File: src/rtl/spi_flash_pkg.sv
// Shared opcodes, status bit positions and FSM state encoding for the SPI flash target.
package spi_flash_pkg;

  localparam logic [7:0] OP_WRITE       = 8'h02;
  localparam logic [7:0] OP_READ        = 8'h03;
  localparam logic [7:0] OP_READ_STATUS = 8'h05;
  localparam logic [7:0] OP_WREN        = 8'h06;
  localparam logic [7:0] OP_CHIP_ERASE  = 8'h60;

  localparam int STAT_WIP = 0;
  localparam int STAT_WEL = 1;

  typedef enum logic [2:0] {
    S_IDLE,
    S_CMD,
    S_ADDR,
    S_RD_DATA,
    S_WR_DATA,
    S_STAT,
    S_IGNORE
  } state_t;

endpackage

File: src/rtl/spi_pin_sync.sv
// Two-flop synchronizer for one asynchronous pin, with registered rise/fall pulses
// aligned to the registered level output.
module spi_pin_sync #(
  parameter logic RST_VAL = 1'b0
) (
  input  logic clk,
  input  logic n_rst,
  input  logic pin,
  output logic level,
  output logic rise,
  output logic fall
);

  logic [1:0] sync;

  always_ff @(posedge clk) begin
    if (!n_rst) begin
      sync  <= {2{RST_VAL}};
      level <= RST_VAL;
      rise  <= 1'b0;
      fall  <= 1'b0;
    end else begin
      sync  <= {sync[0], pin};
      level <= sync[1];
      rise  <= sync[1] & ~level;
      fall  <= ~sync[1] & level;
    end
  end

endmodule

File: src/rtl/spi_flash_target.sv
// SPI NOR flash responder (mode 0, MSB first) backed by an on-chip byte array,
// oversampling the SPI pins from the system clock.
//
// state     | meaning
// S_IDLE    | cs high, waiting for cs fall
// S_CMD     | collecting the 8-bit opcode
// S_ADDR    | collecting the 24-bit address into ptr
// S_RD_DATA | shifting mem[ptr] out, ptr advances per byte
// S_WR_DATA | programming mem[ptr] &= byte, ptr advances per byte
// S_STAT    | shifting the status register out repeatedly
// S_IGNORE  | swallowing bits until cs rises
module spi_flash_target
  import spi_flash_pkg::*;
#(
  parameter int ADDR_BITS   = 8,
  parameter int BUSY_CYCLES = 64
) (
  input  logic       clk,
  input  logic       n_rst,
  input  logic       f_sclk,
  input  logic       f_cs,
  input  logic       f_mosi,
  output logic       f_miso,
  output logic [7:0] status
);

  localparam int DEPTH  = 1 << ADDR_BITS;
  localparam int BUSY_W = $clog2(BUSY_CYCLES + 1);

  logic cs_lvl, cs_rise, cs_fall;
  logic sclk_lvl, sclk_rise, sclk_fall;
  logic mosi_lvl, mosi_rise, mosi_fall;

  spi_pin_sync #(.RST_VAL(1'b1)) u_cs_sync (
    .clk(clk), .n_rst(n_rst), .pin(f_cs), .level(cs_lvl), .rise(cs_rise), .fall(cs_fall));
  spi_pin_sync #(.RST_VAL(1'b0)) u_sclk_sync (
    .clk(clk), .n_rst(n_rst), .pin(f_sclk), .level(sclk_lvl), .rise(sclk_rise), .fall(sclk_fall));
  spi_pin_sync #(.RST_VAL(1'b0)) u_mosi_sync (
    .clk(clk), .n_rst(n_rst), .pin(f_mosi), .level(mosi_lvl), .rise(mosi_rise), .fall(mosi_fall));

  logic unused_pins;
  assign unused_pins = ^{cs_lvl, sclk_lvl, mosi_rise, mosi_fall};

  state_t                 state, state_nxt;
  logic [4:0]             bit_cnt;
  logic [6:0]             sh;
  logic [7:0]             sh_nxt;
  logic [7:0]             out_sh;
  logic                   miso_q;
  logic [7:0]             op_q;
  logic                   cmd_ok;
  logic                   wr_done;
  logic                   wip, wel;
  logic [BUSY_W-1:0]      busy_cnt;
  logic                   erasing;
  logic [ADDR_BITS:0]     erase_cnt;
  logic [ADDR_BITS-1:0]   ptr;
  logic [7:0]             mem [DEPTH];
  logic [7:0]             rd_byte;
  logic                   shifting_out;
  logic                   mem_we;
  logic [ADDR_BITS-1:0]   mem_wa;
  logic [7:0]             mem_wd;

  assign sh_nxt       = {sh, mosi_lvl};
  assign rd_byte      = mem[ptr];
  assign shifting_out = (state == S_RD_DATA) || (state == S_STAT);
  assign f_miso       = miso_q;

  always_comb begin
    status           = 8'h00;
    status[STAT_WIP] = wip;
    status[STAT_WEL] = wel;
  end

  always_ff @(posedge clk) begin
    if (!n_rst) state <= S_IDLE;
    else        state <= state_nxt;
  end

  always_comb begin
    state_nxt = state;
    if (cs_rise) begin
      state_nxt = S_IDLE;
    end else begin
      case (state)
        S_IDLE: if (cs_fall) state_nxt = S_CMD;
        S_CMD: begin
          if (sclk_rise && bit_cnt == 5'd7) begin
            case (sh_nxt)
              OP_READ:        state_nxt = wip ? S_IGNORE : S_ADDR;
              OP_WRITE:       state_nxt = (!wip && wel) ? S_ADDR : S_IGNORE;
              OP_READ_STATUS: state_nxt = S_STAT;
              default:        state_nxt = S_IGNORE;
            endcase
          end
        end
        S_ADDR: begin
          if (sclk_rise && bit_cnt == 5'd23)
            state_nxt = (op_q == OP_READ) ? S_RD_DATA : S_WR_DATA;
        end
        default: ;
      endcase
    end
  end

  // Erase and program never overlap: both are only accepted while WIP is clear.
  always_comb begin
    mem_we = 1'b0;
    mem_wa = ptr;
    mem_wd = rd_byte & sh_nxt;
    if (n_rst && erasing && !erase_cnt[ADDR_BITS]) begin
      mem_we = 1'b1;
      mem_wa = erase_cnt[ADDR_BITS-1:0];
      mem_wd = 8'hff;
    end else if (n_rst && state == S_WR_DATA && sclk_rise && !cs_rise && bit_cnt == 5'd7) begin
      mem_we = 1'b1;
    end
  end

  always_ff @(posedge clk) begin
    if (mem_we) mem[mem_wa] <= mem_wd;
  end

  always_ff @(posedge clk) begin
    if (!n_rst) begin
      bit_cnt   <= '0;
      sh        <= '0;
      out_sh    <= '0;
      miso_q    <= 1'b1;
      op_q      <= '0;
      cmd_ok    <= 1'b0;
      wr_done   <= 1'b0;
      wip       <= 1'b0;
      wel       <= 1'b0;
      busy_cnt  <= '0;
      erasing   <= 1'b0;
      erase_cnt <= '0;
      ptr       <= '0;
    end else begin
      if (busy_cnt != '0) begin
        busy_cnt <= busy_cnt - BUSY_W'(1);
        if (busy_cnt == BUSY_W'(1)) wip <= 1'b0;
      end
      if (erasing) begin
        if (erase_cnt[ADDR_BITS]) begin
          erasing <= 1'b0;
          wip     <= 1'b0;
        end else begin
          erase_cnt <= erase_cnt + (ADDR_BITS+1)'(1);
        end
      end
      if (!shifting_out) miso_q <= 1'b1;

      // cs rise beats a coincident sclk rise; the commit sees the prior bit count.
      if (cs_rise) begin
        miso_q <= 1'b1;
        if (op_q == OP_WREN && cmd_ok) wel <= 1'b1;
        if (op_q == OP_CHIP_ERASE && cmd_ok && wel && !wip) begin
          wip       <= 1'b1;
          wel       <= 1'b0;
          erasing   <= 1'b1;
          erase_cnt <= '0;
        end
        if (wr_done) begin
          wip      <= 1'b1;
          wel      <= 1'b0;
          busy_cnt <= BUSY_W'(BUSY_CYCLES);
        end
      end else begin
        if (cs_fall && state == S_IDLE) begin
          bit_cnt <= '0;
          op_q    <= '0;
          cmd_ok  <= 1'b0;
          wr_done <= 1'b0;
        end
        if (sclk_rise) begin
          sh      <= sh_nxt[6:0];
          bit_cnt <= bit_cnt + 5'd1;
          case (state)
            S_CMD: begin
              if (bit_cnt == 5'd7) begin
                bit_cnt <= '0;
                op_q    <= sh_nxt;
                cmd_ok  <= 1'b1;
              end
            end
            S_ADDR: begin
              ptr <= {ptr[ADDR_BITS-2:0], mosi_lvl};
              if (bit_cnt == 5'd23) bit_cnt <= '0;
            end
            S_WR_DATA: begin
              if (bit_cnt == 5'd7) begin
                bit_cnt <= '0;
                ptr     <= ptr + ADDR_BITS'(1);
                wr_done <= 1'b1;
              end
            end
            S_RD_DATA, S_STAT: if (bit_cnt == 5'd7) bit_cnt <= '0;
            S_IGNORE: cmd_ok <= 1'b0;
            default: ;
          endcase
        end
        // Byte load happens on the fall that ends the previous byte (or the address).
        if (sclk_fall && shifting_out) begin
          if (bit_cnt == '0) begin
            if (state == S_RD_DATA) begin
              miso_q <= rd_byte[7];
              out_sh <= {rd_byte[6:0], 1'b0};
              ptr    <= ptr + ADDR_BITS'(1);
            end else begin
              miso_q <= status[7];
              out_sh <= {status[6:0], 1'b0};
            end
          end else begin
            miso_q <= out_sh[7];
            out_sh <= {out_sh[6:0], 1'b0};
          end
        end
      end
    end
  end

endmodule

File: config.mk
export PLATFORM = sky130hd
export DESIGN_NAME = spi_flash_target
export DESIGN_NICKNAME = d
export VERILOG_FILES = /design/src/rtl/spi_flash_pkg.sv /design/src/rtl/spi_pin_sync.sv /design/src/rtl/spi_flash_target.sv
export SDC_FILE = /design/constraint.sdc
export NUM_CORES = 2
export LEC_CHECK = 0
export BUFFER_PORTS_ARGS = -buffer_cell sky130_fd_sc_hd__buf_2
export CAP_MARGIN = 40
export CORE_UTILIZATION = 45
export CTS_CLUSTER_SIZE = 20
export DETAILED_ROUTE_END_ITERATION = 12
export HOLD_SLACK_MARGIN = 0.1
export SLEW_MARGIN = 15
export SYNTH_ARGS = -nofsm -noshare
export SYNTH_HDL_FRONTEND = slang
export SYNTH_SLANG_ARGS = --single-unit
File: constraint.sdc
create_clock -name clk -period 31.2 [get_ports clk]
set_input_delay 9.36 -clock clk [delete_from_list [all_inputs] [get_ports clk]]
set_output_delay 9.36 -clock clk [all_outputs]
set_load 0.03 [all_outputs]
==> results list <==
* Run status: finished, final reports clean
* Share of layout cells above drive strength 1: 20.1%
- Largest net degree at the start of global routing: 165
- The number of hold buffers added after CTS was 0.
* Floorplan core area: 186000 µm²
- Synthesis produced 4369 cells.
* Fin Setup TNS: 0 ns
- Data arrives at the worst endpoint at 13.03 ns.
- Final nets: 4481
* Wire length of the first global-routing pass: 328 mm
- Clock tree synthesis selected as its root buffer the cell clkbuf_16.
- Register-to-Register Setup Slack: 23.81 ns
- The final number of hold-violating endpoints was 0.
* R2R cell count: 15
- Achievable clock frequency: 79.7 MHz
* Mean cell area of the mapped netlist: 19.3 µm²
- Dividing the detail-routed wire length by the instance count gives 32.3 µm.
* Leftover overflow at the end of global routing: 0
- Number of fill cells in the layout: 14.6k
* Share of async-settable or async-resettable flops after synthesis: 0%
- Rel. slew slack: 33.0%
- Once detail routing completed, the nets flagged for antenna violations numbered 0.
* Number of distinct library cell variants in the gate-level netlist after synthesis: 85
- The worst-case IR drop observed on VDD is 0.0000589 V.
- Across all layers, the routed design uses 43.6k vias.
- In this run, synthesis inferred 2048 flip-flops with an integrated enable.
* Detailed-placement wirelength estimate: 144 mm
- The die covers 189000 µm².
- Capture point of the worst path: mem[140][7]
* Slew at the pin with the worst max-slew slack: 0.996 ns
- TritonCTS clock tree: yes
* Hold Crit Class: flip-flop to flip-flop
* RSZ-0062 raised after global routing: no
- Remaining DRCs: 0
* Startpoint type of the worst setup path: input pin
- CTS-repair resized insts: 0
- Final setup violation count: 0
- Worst setup EP type: flip-flop
* Width of the chip: 434 µm
* Setup CP Type: input pin to flip-flop
* Post-route standard cell area excluding fillers: 94400 µm²
* Number of optimization iterations in the first detailed-route pass: 6
- Power spread over the standard cell area amounts to 60.8 nW/µm².
- Input and output buffers added on the ports amount to 7.
* Number of slew-limit violations in the final report: 0
- At the worst endpoint, the required time is 31.68 ns.
* Tot GR Track Use: 24.6%
- In this run the biggest area consumer among cell types represents 73.1% of the synthesized area.
- TritonCTS buffer count: 204
* Total clock sinks: 2129
* Endpoint of the most critical register-to-register path: mem[198][1]
- Compared with the post-synthesis result, the final layout area differs by 12.1%.
- In this run the vertical extent of the chip is 434 µm.
* Critical path startpoint: n_rst
* Biggest area contributors in the synthesized netlist: edfxtp_1 73%, mux4_2 11%, mux2i_1 3.2%, dfxtp_1 1.9%, nor2_1 1.4%
- The floorplan has 158 rows.
* Number of vias per cell: 6.12
* Total cell area at the placement stage: 87300 µm²
* Synthesis-stage register bit count: 2129
- For this design the static power due to leakage is 28.7 nW.
* Cell type contributing the most total cell area after synthesis: edfxtp_1
- Of the synthesized area, sequential elements account for 75.0%.
- Routability-driven placement congestion ratio: 0.875
- After clock tree synthesis, the clock-pin slew on the worst setup and hold paths is 0.06 ns.
- Clock latency on the worst-skew pair, taken at its later pin, is 0.86 ns.
- The clock passes through at most 3 buffers.
* Syn Std Cell Area: 84200 µm²
- Initial standard-cell utilization of the core: 45.3%
* Setup Skew: 0.0360 ns
- In this run the count of I/O pins placed on the die edge is 14.
* Worst-path maximum fanout: 59
- FF/Latch Area: 63100 µm²
- Iteration-0 DRC count of the detailed router: 5405
- Total detailed-routing wirelength: 230 mm
* Synth warnings: 0
- Among all flip-flop cells after synthesis, the most frequent one is edfxtp_1.
- Shortest clock period the worst path allows after layout: 12.55 ns
- Portion of the clock cycle consumed by the worst path in the final layout: 40.2%
- The via count of the first global-routing pass is 43.3k.
- Number of antenna violations at the first check in global routing: 7
- Total of max-cap violations: 0
* H-tree lvl count: 4
- After clock tree synthesis, the setup repair step added 0 buffers.
* Combined area of the multi-input logic cells: 19500 µm²
## cells by family (layout without fill, tap and decap cells)
group | after synthesis | after routing | share of synthesized area [%]
muxes | 708 | 708 | 14.9
AOI/OAI and AO/OA | 438 | 438 | 3.59
xor gates and xnor gates | 16 | 16 | 0.166
and+or+nand+nor | 785 | 785 | 4.24
other | 1 | 8 | 0.00446
DFF | 2129 | 2129 | 75.0
buffers and inverters | 286 | 558 | 2.02
adders and majority gates | 6 | 6 | 0.0892
## layer usage
metal / part of all wire (%) / track usage, % / routed length (µm) / up-vias
met2: 47 / 37.9 / 107000 / 2419
met3: 9.6 / 4.98 / 22200 / 328
met5: 0.0056 / 0 / 13 / -
li1: - / - / - / 18000
met1: 41 / 35.9 / 95300 / 22900
met4: 2.5 / 6.75 / 5750 / 2
## state kept, by name, summed over array words and instances (netlist names), 2 cells and up, named ones only
name / flops
u_sclk_sync.sync: 2
ptr: 8
bit_cnt: 5
mem: 2048
out_sh: 7
busy_cnt: 7
erase_cnt: 9
state: 3
op_q: 8
sh: 7
u_cs_sync.sync: 2
u_mosi_sync.sync: 2
## stage by stage
stage	util (%)	power (mW)	worst slack, ns	std cells	hold slack, ns
global placement	46.7	3.22	17.65	6705	0.404
floorplan	-	3.21	14.55	4374	0.384
CTS	50.8	5.76	18.77	7122	0.420
detailed placement	47.0	3.22	17.85	6740	0.409
finish	50.8	5.74	18.65	7128	0.417
global route	50.8	5.87	18.54	7127	0.431
## area by class of cell
class / instances / area share (%)
Timing Repair Buffer: 152 / 1.68
Sequential cell: 2129 / 66.9
Multi-Input combinational cell: 1959 / 20.6
Antenna cell: 2 / 0.00530
Clock buffer: 236 / 5.64
Inverter: 24 / 0.0955
Tap cell: 2480 / 3.29
Clock inverter: 146 / 1.76
## Yosys cell counts, types with 5 or more instances
| cell | count |
|---|---|
| nor3_1 | 30 |
| nor2_1 | 324 |
| nand3_1 | 74 |
| nand2_1 | 195 |
| mux2i_1 | 267 |
| a22o_1 | 24 |
| buf_6 | 36 |
| buf_1 | 8 |
| nor4b_1 | 5 |
| xnor2_1 | 7 |
| o211ai_1 | 17 |
| o21ai_0 | 69 |
| nor2b_1 | 29 |
| buf_2 | 74 |
| clkbuf_1 | 91 |
| a22oi_1 | 91 |
| inv_1 | 22 |
| xor2_1 | 9 |
| a21boi_0 | 22 |
| nand3b_1 | 16 |
| ha_1 | 6 |
| nor4_1 | 8 |
| o31ai_1 | 15 |
| o22ai_1 | 20 |
| o21ai_1 | 6 |
| mux4_1 | 11 |
| mux4_2 | 420 |
| a31oi_1 | 16 |
| a21oi_1 | 73 |
| mux2_2 | 10 |
| buf_4 | 47 |
| or3_1 | 11 |
| a21o_1 | 5 |
| and3_1 | 10 |
| a221oi_1 | 14 |
| nand2b_1 | 17 |
| edfxtp_1 | 2048 |
| and2_1 | 23 |
| nand4_1 | 20 |
| dfxtp_1 | 81 |
| a211oi_1 | 16 |
## worst max-delay path: stages
cell and delay (ns):
buf_2 0.07, buf_4 0.42, and2_1 0.70, mux2i_1 0.43
nor2b_1 0.30, nand2_1 0.55, buf_4 0.51, nor2_1 0.62
## placed cells by master (no fill, tap or decap), types with 73 or more instances in the layout
| master | count |
|---|---|
| a21oi_1 | 73 |
| a22oi_1 | 91 |
| buf_4 | 102 |
| clkbuf_16 | 207 |
| dfxtp_1 | 74 |
| edfxtp_1 | 2048 |
| mux2i_1 | 267 |
| mux4_2 | 420 |
| nand2_1 | 195 |
| nand3_1 | 74 |
| nor2_1 | 324 |
## worst min path at each step
stage | startpoint | end | slack (ns) | cells past startpoint
6_report | u_cs_sync.sync[0] | u_cs_sync.sync[1] | 0.42 | 1
5_1_grt | u_cs_sync.sync[0] | u_cs_sync.sync[1] | 0.43 | 1
4_1_cts | u_sclk_sync.level | u_sclk_sync.rise | 0.42 | 1
3_5_place_dp | u_sclk_sync.level | u_sclk_sync.rise | 0.41 | 1
3_3_place_gp | u_sclk_sync.level | u_sclk_sync.rise | 0.40 | 1
2_1_floorplan | u_sclk_sync.level | u_sclk_sync.rise | 0.38 | 1
## report_power, final
group | switching [mW] | internal, mW | total (mW)
clock network | 1.10 | 1.48 | 2.57
registers | 0.00802 | 3.09 | 3.10
logic | 0.0416 | 0.0252 | 0.0668
Note: power is estimated with default switching activity, not from simulation.
